`src/rtl/rvmyth_pll_pkg.sv`:
```
// Shared constants for the RVMyth + PLL digital top: RV32I subset encodings, decode helpers
// and the fixed sum-of-0..9 ROM program.
package rvmyth_pll_pkg;

    localparam int ROM_DEPTH  = 16;
    localparam int DMEM_WORDS = 8;
    localparam int SYNC_STG   = 2;
    localparam int DMEM_AW    = $clog2(DMEM_WORDS);

    localparam logic [6:0] OP_REG    = 7'b0110011;
    localparam logic [6:0] OP_IMM    = 7'b0010011;
    localparam logic [6:0] OP_BRANCH = 7'b1100011;
    localparam logic [6:0] OP_STORE  = 7'b0100011;
    localparam logic [6:0] OP_LOAD   = 7'b0000011;

    localparam logic [2:0] F3_ADD  = 3'b000;
    localparam logic [2:0] F3_BEQ  = 3'b000;
    localparam logic [2:0] F3_BLT  = 3'b100;
    localparam logic [2:0] F3_WORD = 3'b010;

    typedef logic [31:0] instr_t;

    typedef enum logic [2:0] {
        K_NOP,
        K_ADD,
        K_ADDI,
        K_BLT,
        K_BEQ,
        K_SW,
        K_LW
    } op_kind_t;

    // BEQ x0,x0,0: a self-loop that parks the PC
    localparam instr_t HALT_INSN = 32'h0000_0063;

    localparam instr_t ROM_PROG [ROM_DEPTH] = '{
        32'h0000_0533,  // ADD  x10,x0,x0
        32'h0005_0733,  // ADD  x14,x10,x0
        32'h00A5_0613,  // ADDI x12,x10,10
        32'h0005_06B3,  // ADD  x13,x10,x0
        32'h00E6_8733,  // ADD  x14,x13,x14
        32'h0016_8693,  // ADDI x13,x13,1
        32'hFEC6_CCE3,  // BLT  x13,x12,-8
        32'h0007_0533,  // ADD  x10,x14,x0
        32'h00A0_2223,  // SW   x10,4(x0)
        32'h0040_2783,  // LW   x15,4(x0)
        HALT_INSN,
        HALT_INSN,
        HALT_INSN,
        HALT_INSN,
        HALT_INSN,
        HALT_INSN
    };

    function automatic logic [31:0] imm_i(input instr_t insn);
        return {{20{insn[31]}}, insn[31:20]};
    endfunction

    function automatic logic [31:0] imm_s(input instr_t insn);
        return {{20{insn[31]}}, insn[31:25], insn[11:7]};
    endfunction

    function automatic logic [31:0] imm_b(input instr_t insn);
        return {{19{insn[31]}}, insn[31], insn[7], insn[30:25], insn[11:8], 1'b0};
    endfunction

    // Anything outside the supported subset retires as a plain PC+4 no-op
    function automatic op_kind_t decode_op(input instr_t insn);
        op_kind_t kind;
        kind = K_NOP;
        case (insn[6:0])
            OP_REG:    if (insn[14:12] == F3_ADD && insn[31:25] == 7'd0) kind = K_ADD;
            OP_IMM:    if (insn[14:12] == F3_ADD) kind = K_ADDI;
            OP_BRANCH: begin
                if (insn[14:12] == F3_BEQ)      kind = K_BEQ;
                else if (insn[14:12] == F3_BLT) kind = K_BLT;
            end
            OP_STORE:  if (insn[14:12] == F3_WORD) kind = K_SW;
            OP_LOAD:   if (insn[14:12] == F3_WORD) kind = K_LW;
            default:   kind = K_NOP;
        endcase
        return kind;
    endfunction

endpackage

```
`src/rtl/rvmyth_pll_sync.sv`:
```
// Brings the PLL reference into the VCO domain and raises a sticky 'started' on its first
// genuine rising edge after reset.
module rvmyth_pll_sync
    import rvmyth_pll_pkg::*;
#(
    parameter int STAGES = SYNC_STG
) (
    input  logic clk,
    input  logic rst_n,
    input  logic ref_in,
    output logic started
);

    localparam int FILL_W = $clog2(STAGES + 1);

    logic [STAGES-1:0] sync_q;
    logic [FILL_W-1:0] fill_q;
    logic              seen_low_q;
    logic              started_q;
    logic              sync_valid;
    logic              ref_s;

    // The last stage only holds a real REF sample once the chain has been filled since reset;
    // a start additionally needs a real low sample first, so REF high at release is ignored.
    assign sync_valid = (fill_q == FILL_W'(STAGES));
    assign ref_s      = sync_q[STAGES-1];

    always_ff @(posedge clk or negedge rst_n) begin
        if (!rst_n) begin
            sync_q     <= '0;
            fill_q     <= '0;
            seen_low_q <= 1'b0;
            started_q  <= 1'b0;
        end else begin
            sync_q <= {sync_q[STAGES-2:0], ref_in};
            if (!sync_valid) fill_q <= fill_q + FILL_W'(1);
            if (sync_valid && !ref_s) seen_low_q <= 1'b1;
            if (sync_valid && seen_low_q && ref_s) started_q <= 1'b1;
        end
    end

    assign started = started_q;

endmodule

```
`src/rtl/rvmyth_pll_core.sv`:
```
// Digital top of the RVMyth + PLL integration: a single-cycle RV32I-subset core clocked by the
// VCO, running the ROM program and driving the DAC bus from x14.
module rvmyth_pll_core
    import rvmyth_pll_pkg::*;
(
    input  logic       VCO_IN,
    input  logic       reset,
    input  logic       EN_VCO,
    input  logic       REF,
    input  logic       VDDA,
    input  logic       VDDD,
    input  logic       VSSA,
    input  logic       VSSD,
    output logic [9:0] out
);

    logic               started;
    logic               run;
    logic [31:0]        pc;
    logic [31:0]        regs [32];
    logic [31:0]        dmem [DMEM_WORDS];

    instr_t             instr;
    op_kind_t           kind;
    logic [4:0]         rd;
    logic [4:0]         rs1;
    logic [4:0]         rs2;
    logic [31:0]        rs1_val;
    logic [31:0]        rs2_val;
    logic [31:0]        mem_addr;
    logic [DMEM_AW-1:0] mem_idx;
    logic [31:0]        pc_next;
    logic [31:0]        wr_data;
    logic               wr_en;
    logic               st_en;
    logic               unused_ok;

    rvmyth_pll_sync #(
        .STAGES (SYNC_STG)
    ) u_sync (
        .clk     (VCO_IN),
        .rst_n   (reset),
        .ref_in  (REF),
        .started (started)
    );

    assign run = EN_VCO & started;

    // Fetch beyond the 64-byte ROM window reads as halt
    assign instr = (pc[31:6] == '0) ? ROM_PROG[pc[5:2]] : HALT_INSN;
    assign kind  = decode_op(instr);
    assign rd    = instr[11:7];
    assign rs1   = instr[19:15];
    assign rs2   = instr[24:20];

    assign rs1_val  = (rs1 == 5'd0) ? '0 : regs[rs1];
    assign rs2_val  = (rs2 == 5'd0) ? '0 : regs[rs2];
    assign mem_addr = rs1_val + ((kind == K_SW) ? imm_s(instr) : imm_i(instr));
    assign mem_idx  = mem_addr[DMEM_AW+1:2];

    always_comb begin
        pc_next = pc + 32'd4;
        wr_en   = 1'b0;
        wr_data = '0;
        st_en   = 1'b0;
        case (kind)
            K_ADD: begin
                wr_en   = 1'b1;
                wr_data = rs1_val + rs2_val;
            end
            K_ADDI: begin
                wr_en   = 1'b1;
                wr_data = rs1_val + imm_i(instr);
            end
            K_BLT: begin
                if ($signed(rs1_val) < $signed(rs2_val)) pc_next = pc + imm_b(instr);
            end
            K_BEQ: begin
                if (rs1_val == rs2_val) pc_next = pc + imm_b(instr);
            end
            K_SW: begin
                st_en = 1'b1;
            end
            K_LW: begin
                wr_en   = 1'b1;
                wr_data = dmem[mem_idx];
            end
            default: begin
                pc_next = pc + 32'd4;
            end
        endcase
    end

    // Every piece of architectural state advances together, and only on run cycles
    always_ff @(posedge VCO_IN or negedge reset) begin
        if (!reset) begin
            pc <= '0;
            for (int i = 0; i < 32; i++) regs[i] <= '0;
            for (int j = 0; j < DMEM_WORDS; j++) dmem[j] <= '0;
        end else if (run) begin
            pc <= pc_next;
            if (wr_en && rd != 5'd0) regs[rd] <= wr_data;
            if (st_en) dmem[mem_idx] <= rs2_val;
        end
    end

    assign out = regs[14][9:0];

    // Supply pins are connectivity-only
    assign unused_ok = &{1'b0, VDDA, VDDD, VSSA, VSSD,
                         mem_addr[31:DMEM_AW+2], mem_addr[1:0]};

endmodule

```
`config.mk`:
```
export PLATFORM = sky130hd
export DESIGN_NAME = rvmyth_pll_core
export DESIGN_NICKNAME = d
export VERILOG_FILES = /design/src/rtl/rvmyth_pll_pkg.sv /design/src/rtl/rvmyth_pll_sync.sv /design/src/rtl/rvmyth_pll_core.sv
export SDC_FILE = /design/constraint.sdc
export NUM_CORES = 2
export LEC_CHECK = 0
export BUFFER_PORTS_ARGS = -buffer_cell sky130_fd_sc_hd__buf_2
export CAP_MARGIN = 40
export CORE_MARGIN = 2
export CORE_UTILIZATION = 27
export DETAILED_ROUTE_END_ITERATION = 10
export GPL_ROUTABILITY_DRIVEN = 0
export GPL_TIMING_DRIVEN = 0
export HOLD_SLACK_MARGIN = 0.06
export PLACE_DENSITY_LB_ADDON = 0.2
export SLEW_MARGIN = 25
export SYNTH_ARGS = -nofsm -noshare
export SYNTH_HDL_FRONTEND = slang
export SYNTH_HIERARCHICAL = 1
export SYNTH_SLANG_ARGS = --single-unit
```
`constraint.sdc`:
```
create_clock -name VCO_IN -period 5.2 [get_ports VCO_IN]
set_input_delay 0.52 -clock VCO_IN [delete_from_list [all_inputs] [get_ports VCO_IN]]
set_output_delay 0.52 -clock VCO_IN [all_outputs]
set_load 0.1 [all_outputs]
```
Word level (Yosys, flattened, before mapping)
Memories as Yosys holds them, arrays and structs flattened.
Cells that the tools add are included.
{ "word_totals": {"input_bits": 8, "mem_count": 1, "reg_bits": 1318, "rom_bits": 512, "word_cells": 132, "out_inout_bits": 10} }
{ "memory_table": {"columns": ["memory", "words", "word_bits", "read_ports", "rd_ports_with_merged_regs", "write_ports", "line", "rtl"], "rows": [
  ["(name not given)", 16, 32, 1, 0, 0, "rvmyth_pll_core.sv:50", "assign instr = (pc[31:6] == '0) ? ROM_PROG[pc[5:2]] : HALT_INSN;"]
]} }
{ "classes": {"addsub": 6, "n_reduce_logical": 17, "muxes": 34, "n_eq_ne": 15, "bitwise": 6, "magnitude_cmp": 8} }
{ "op_table": {"columns": ["operator", "n"], "rows": [
  ["$bwmux W1024", 1],
  ["$mux W32", 15],
  ["$bmux W32 S5", 2],
  ["$bwmux W256", 1],
  ["$demux W32 S5", 1],
  ["$add A32 B32 Y32", 3],
  ["$bmux W32 S3", 1],
  ["$demux W32 S3", 1],
  ["$pmux W32 S3", 1],
  ["$pmux W32 S2", 1],
  ["$add A32 B3 Y32 const B", 1],
  ["$eq A32 B32 Y1", 1],
  ["$lt A32 B32 Y1", 1],
  ["$logic_not A26 Y1", 1],
  ["$ge A6 B6 Y1 const B", 3],
  ["$not A5 Y6", 3],
  ["$pmux W3 S5", 1],
  ["$eq A7 B6 Y1 const B", 2],
  ["$eq A3 B3 Y1 const B", 4],
  ["$logic_not A5 Y1", 2],
  ["$eq A3 B2 Y1 const B", 3],
  ["$mux W3", 3],
  ["$eq A7 B2 Y1 const B", 1],
  ["$eq A7 B5 Y1 const B", 1],
  ["22 further kinds", 32]
]} }

Logic depth before layout (Yosys ltp)
{ "logic_depth": {"ltp_word": 18, "ltp_mapped": 28} }

Hierarchy
The synthesis kept the hierarchy.
{ "by_module_without_submodules": {"columns": ["module", "area_per_inst_um2", "seq_area_each_um2", "cells_per_inst", "instances"], "rows": [
  ["rvmyth_pll_core", 40278.6, 19018.2, 4450, 1],
  ["rvmyth_pll_sync", 205.2, 150.1, 14, 1]
]} }

Least setup slack after synthesis
No wires, ideal clock.
{ "synth_path": {"path_type": "register to register", "startpoint": "reg pc[3]", "endpoint": "reg regs[540] in the netlist's numbering", "path_stages_with_launch": 27, "required_ns": 5.074, "synth_period_minus_slack_ns": 5.676, "t_arrival_ns": 5.550, "n_path_buf": 5, "path_slack_ns": -0.476, "cell_sequence": "dfrtp_1 -> clkbuf_1 -> inv_1 -> ha_1 -> clkbuf_1 -> and3b_1 -> clkbuf_1 -> and4_1 -> buf_2 -> buf_2 -> mux4_2 -> nand2_1 -> nand3_1 -> o21ai_2 -> o21ai_0 -> ha_1 -> inv_1 -> fa_1 -> nand2b_1 -> a21oi_1 -> o41ai_1 -> a211o_1 -> nand4_1 -> a41oi_1 -> mux2i_1 -> o21ai_0 -> o21bai_1"} }
{ "synth_via": {"elab_chain_cells": 18, "word_cells_on_any_way": 59, "classes_between": "add/sub (3); order compare (2); eq/ne (11); mux (27); bitwise (5); reduce/logical (10); memory (1)"} }
{ "synth_rtl": {"columns": ["item", "line", "rtl"], "rows": [
  ["from (decl)", "rvmyth_pll_core.sv:19", "logic [31:0] pc;"],
  ["from (signal assigned)", "rvmyth_pll_core.sv:101", "pc <= pc_next;"],
  ["$not A4 Y5 (not written as such) (*)", "rvmyth_pll_core.sv:50", null],
  ["$mem_v2 Z16 W32 (*)", null, null],
  ["$mux W32 (not written as such) (*) (2 in series)", "rvmyth_pll_core.sv:50", null],
  ["$mux W32 (*)", "rvmyth_pll_core.sv:50", null],
  ["$eq A3 B3 Y1 (tied with other cells)", "rvmyth_pll_pkg.sv:76", "else if (insn[14:12] == F3_BLT) kind = K_BLT;"],
  ["$mux W2 / $logic_and A1 B1 Y1 (equally long branches)", "rvmyth_pll_pkg.sv:76, rvmyth_pll_pkg.sv:72", null],
  ["$mux W3 / $mux W1 (equally long branches)", "rvmyth_pll_pkg.sv:75, rvmyth_pll_pkg.sv:72", null],
  ["$pmux W3 S5", "rvmyth_pll_pkg.sv:71", "case (insn[6:0])"],
  ["$eq A3 B3 Y1", "rvmyth_pll_core.sv:58", "assign mem_addr = rs1_val + ((kind == K_SW) ? imm_s(instr) : imm_i(instr));"],
  ["$mux W5", "rvmyth_pll_core.sv:58", null],
  ["$add A5 B5 Y5", "rvmyth_pll_core.sv:58", null],
  ["$not A3 Y4 (not written as such)", "rvmyth_pll_core.sv:86", "wr_data = dmem[mem_idx];"],
  ["$bmux W32 S3", "rvmyth_pll_core.sv:86", null],
  ["$mux W32 (not written as such) (2 in series)", "rvmyth_pll_core.sv:86", null],
  ["$pmux W32 S3", "rvmyth_pll_core.sv:66", "case (kind)"],
  ["$bwmux W1024", "rvmyth_pll_core.sv:102", "if (wr_en && rd != 5'd0) regs[rd] <= wr_data;"],
  ["to (signal, indexed assignment)", "rvmyth_pll_core.sv:102", null],
  ["to (decl)", "rvmyth_pll_core.sv:20", "logic [31:0] regs [32];"]
]} }
Every way passes the cells marked *; elsewhere a longest branch is shown, timed or not. The select of a mux whose other input is x is not followed.
A chain may end at the register's enable or synchronous reset.

Worst setup path after layout
{ "layout_path": {"startpoint": "reg pc[13]", "endpoint": "reg regs[542] in the netlist's numbering"} }
{ "layout_via": {"elab_chain_cells": 15, "word_cells_on_any_way": 56, "classes_between": "add/sub (3); order compare (2); eq/ne (11); mux (25); bitwise (4); reduce/logical (11)"} }
{ "layout_rtl": {"columns": ["item", "line"], "rows": [
  ["$logic_not A26 Y1 (*)", "rvmyth_pll_core.sv:50"],
  ["$mux W32 (*)", "rvmyth_pll_core.sv:50"],
  ["$eq A3 B3 Y1 (tied with other cells)", "rvmyth_pll_pkg.sv:76"],
  ["$mux W2 / $logic_and A1 B1 Y1 (equally long branches)", "rvmyth_pll_pkg.sv:76, rvmyth_pll_pkg.sv:72"],
  ["$mux W3 / $mux W1 (equally long branches)", "rvmyth_pll_pkg.sv:75, rvmyth_pll_pkg.sv:72"],
  ["$pmux W3 S5", "rvmyth_pll_pkg.sv:71"],
  ["$eq A3 B3 Y1", "rvmyth_pll_core.sv:58"],
  ["$mux W5", "rvmyth_pll_core.sv:58"],
  ["$add A5 B5 Y5", "rvmyth_pll_core.sv:58"],
  ["$not A3 Y4 (not written as such)", "rvmyth_pll_core.sv:86"],
  ["$bmux W32 S3", "rvmyth_pll_core.sv:86"],
  ["$mux W32 (not written as such) (2 in series)", "rvmyth_pll_core.sv:86"],
  ["$pmux W32 S3", "rvmyth_pll_core.sv:66"],
  ["$bwmux W1024", "rvmyth_pll_core.sv:102"]
]} }
Marked as above.

==> impl_metrics.env <==
export IMPL_status="finished with violations"
export IMPL_violations="setup timing"
export IMPL_yosys_area_top_type="dfrtp_1"
export IMPL_setup_slack_ps=-453
export IMPL_max_cap_viol_count=0
export IMPL_grt_pass1_vias=35500
export IMPL_synth_ff_type="dfrtp_1"
export IMPL_cts_max_path_buffers=3
export IMPL_netlist_instances=4464
export IMPL_drt_initial_drc_count=3845
export IMPL_finalPower_w=0.0133
export IMPL_required_ps=5820
export IMPL_tightestPinTransition_ps=1080
export IMPL_cpMostUsedCell="buf_4"
export IMPL_hpwlAfterDp_um=125000
export IMPL_antenna_found_initial=2
export IMPL_finClkSkew_ps=36.4
export IMPL_worstReg2RegStart="pc[13]"
export IMPL_cts_max_level=3
export IMPL_final_max_slew_viol_count=0
export IMPL_num_rows=142
export IMPL_power_share_clock_pct=51.3
export IMPL_dp_cells=6544
export IMPL_routed_wl_um=175000
export IMPL_ys_seq_area_share_pct=47.3
export IMPL_worstSetupEndpointType="flop"
export IMPL_cts_buffers_inserted=91
export IMPL_synth_distinct_cells=96
export IMPL_ys_ff_latch=766
export IMPL_period_share_pct=109
export IMPL_crit_chain="nor4_4 -> buf_4 -> and4_4 -> buf_12 -> and3_1 -> clkbuf_2 -> buf_4 -> nand4_1 -> o21ai_4 -> buf_4 -> buf_4 -> nor2_1 -> ha_1 -> o21a_1 -> o21ai_1 -> and2_4 -> o221a_4 -> nand4_1 -> buf_6 -> a311oi_4 -> xnor2_1 -> nand2_2 -> a31oi_1"
export IMPL_pwr_share_seq_pct=45.5
export IMPL_die_y_um=391
export IMPL_ys_warn_count=6
export IMPL_r2r_slack_ps=-450
export IMPL_portBuffers=13
export IMPL_grt_start_max_net_pins=120
export IMPL_die_x_um=391
export IMPL_p_leak_nw=22.7
export IMPL_fillers=15200
export IMPL_critPathSlowestCell="dfrtp_2"
export IMPL_routed_via_density=5.35
export IMPL_initial_utilization_pct=27.1
export IMPL_combPwrFrac_pct=3.2
export IMPL_dieArea_um2=153000
export IMPL_relSlewSlack_pct=28.2
export IMPL_worst_setup_path_type="flop to flop"
export IMPL_pin_count=18
export IMPL_final_setup_viol_count=201
export IMPL_hold_violations=0
export IMPL_power_density_nw_per_um2=247
export IMPL_area_growth_synth_to_final_pct=32.8
export IMPL_cts_tree="built"
export IMPL_syn_area_um2=40500
export IMPL_track_usage_pct=22.1
export IMPL_worst_endpoint_arrival_ps=6270
export IMPL_min_period_ps=5650
export IMPL_power_internal_w=0.0101
export IMPL_num_nets_final=4999
export IMPL_cp_max_fo=10
export IMPL_grt_pass1_wl_um=250000
export IMPL_synth_top_area_share_pct=47.3
export IMPL_clock_sinks=766
export IMPL_start_kind="flop"
export IMPL_synth_edff_count=0
export IMPL_detail_route_antenna_nets=0
export IMPL_overflow=0
export IMPL_drive_gt1_share_pct=26.6
export IMPL_power_switching_w=0.00312
export IMPL_yosys_cell_count_top_type="dfrtp_1"
export IMPL_reg2reg_depth=23
export IMPL_hp_class="primary input to async pin"
export IMPL_clk_latency_ps=730
export IMPL_drc=0
export IMPL_max_stage_delay_ps=450
export IMPL_drtPass1Iterations=6
export IMPL_root_buffer="clkbuf_16"
export IMPL_rsz0062_at_grt="yes"
export IMPL_coreArea_um2=149000
export IMPL_synth_area_leaders="dfrtp_1 (47%), nand2_1 (7.0%), mux4_2 (5.1%)"
export IMPL_peakVddDrop_v=0.000256
export IMPL_clkSlewWorstSetupHoldPaths_ps=60
export IMPL_async_flop_share_pct=100
export IMPL_stdcell_count=6971
export IMPL_r2r_end="regs[542]"
export IMPL_max_freq_mhz=177
export IMPL_swShare_pct=23.5
export IMPL_syn_nets=4577
export IMPL_tns_ps=-44050
export IMPL_wl_per_cell_um=25.1
export IMPL_ys_top_cells_by_count="dfrtp_1 (766), nand2_1 (755), clkbuf_1 (410)"
export IMPL_syn_area_per_cell_um2=9.07
export IMPL_vias=37300
per-layer routing:
| metal | global-route usage (%) | share of wire (%) |
|---|---|---|
| met5 | 0 | 0 |
| met2 | 34.6 | 45 |
| met1 | 30.5 | 43 |
| met3 | 3.89 | 7.6 |
| met4 | 8.21 | 3.9 |
per-stage QoR:
stage               worst slack (ps)  area (um2)  utilization, %  hold slack [ps]
global route                    -550       53800            36.0              352
CTS                             -405       50400            33.7              339
finish                          -453       53800            36.0              329
floorplan                      -8.22       40600               -              224
detailed placement             -3200       43900            29.4              337
global placement              -14300       43200            28.9              347
sequential cells by signal (all words and copies together), names as in the netlist:
register / count
regs: 463
dmem: 256
pc: 31
out: 10
u_sync/fill_q: 2
u_sync/sync_q: 2
u_sync/seen_low_q: 1
u_sync/started: 1
worst max-delay path: cells and delay by family, from the launching register on:
family	cells	cell delay (ps)
AND/OR/NAND/NOR	8	1670
flip-flops	1	450
buffers and inverters	7	1510
adder cells (fa/ha/maj)	1	380
XOR/XNOR	1	190
AO/OA/AOI/OAI	6	1310
power groups by stage:
| stage | registers [W] | clock network [W] | logic (W) |
|---|---|---|---|
| floorplan | 0.00612 | 0 | 0.000169 |
| global placement | 0.00614 | 0 | 0.000348 |
| detailed placement | 0.00614 | 0 | 0.000374 |
| CTS | 0.00603 | 0.00692 | 0.000419 |
| global route | 0.00604 | 0.00716 | 0.000479 |
| finish | 0.00604 | 0.00680 | 0.000429 |
kinds of logic (layout without fill, tap and decap cells):
group,Yosys count,after routing,synth area share [%]
and+or+nand+nor,1625,1626,17.7
AOI/OAI and AO/OA,1213,1214,18.6
DFF,766,766,47.3
buffers and inverters,565,1053,5.61
muxes,150,150,6.58
adders and majority gates,105,105,3.28
xor gates and xnor gates,40,40,0.884
other,0,1,0
worst max path at each step:
stage | start | endpoint | slack [ps] | cells after the start
after floorplan | pc[22] | pc[24] | -8 | 20
after global placement | reset | dmem[103] | -14300 | 1
after detailed placement | pc[3] | pc[24] | -3200 | 25
after CTS | pc[14] | pc[10] | -410 | 23
after global routing | pc[13] | regs[542] | -550 | 24
final | pc[13] | regs[542] | -450 | 23
placed cells by master (no fill, tap or decap), types with 35 or more instances in the layout:
master     Yosys  routed
mux2i_1       48      38
clkbuf_4       0      38
mux4_2        92      92
a21oi_1      294     194
o21ai_0      317     242
buf_4         13     244
and3_1        74      70
o21ai_2       18      36
clkbuf_1     410     317
o21ai_1       96     130
a211oi_1      92      62
a31oi_1       77      61
buf_6          0      75
buf_2         79      48
nor2_1       409     379
buf_12         0      44
a21oi_2        2      91
dfrtp_1      766     746
clkbuf_2       1      41
ha_1         103      72
nand3_1      144     128
clkbuf_16      0     103
inv_1         38      35
nor3_1        71      59
nand2_1      755     723
repair_timing:
action / in CTS / in global routing
hold buffers: 2 / 0
setup buffers: 122 / 136
endpoints found under the setup margin: 542 / 501
endpoints found under the hold margin: 63 / 0
pin swaps: 104 / 195
resized for setup: 587 / 575
cloned: 2 / 9
layout make-up:
| class | instances | area, um2 | share of cell area [%] |
|---|---|---|---|
| sequential | 766 | 19200 | 35.7 |
| clock inverter | 28 | 455 | 0.847 |
| antenna | 1 | 2.50 | 0.00466 |
| tap | 2016 | 2520 | 4.69 |
| multi-input combinational | 3135 | 22200 | 41.2 |
| timing repair buffer | 335 | 3350 | 6.24 |
| buffer | 519 | 3240 | 6.03 |
| clock buffer | 133 | 2680 | 4.98 |
| inverter | 38 | 148 | 0.275 |
(Power assumes the default switching activity.)
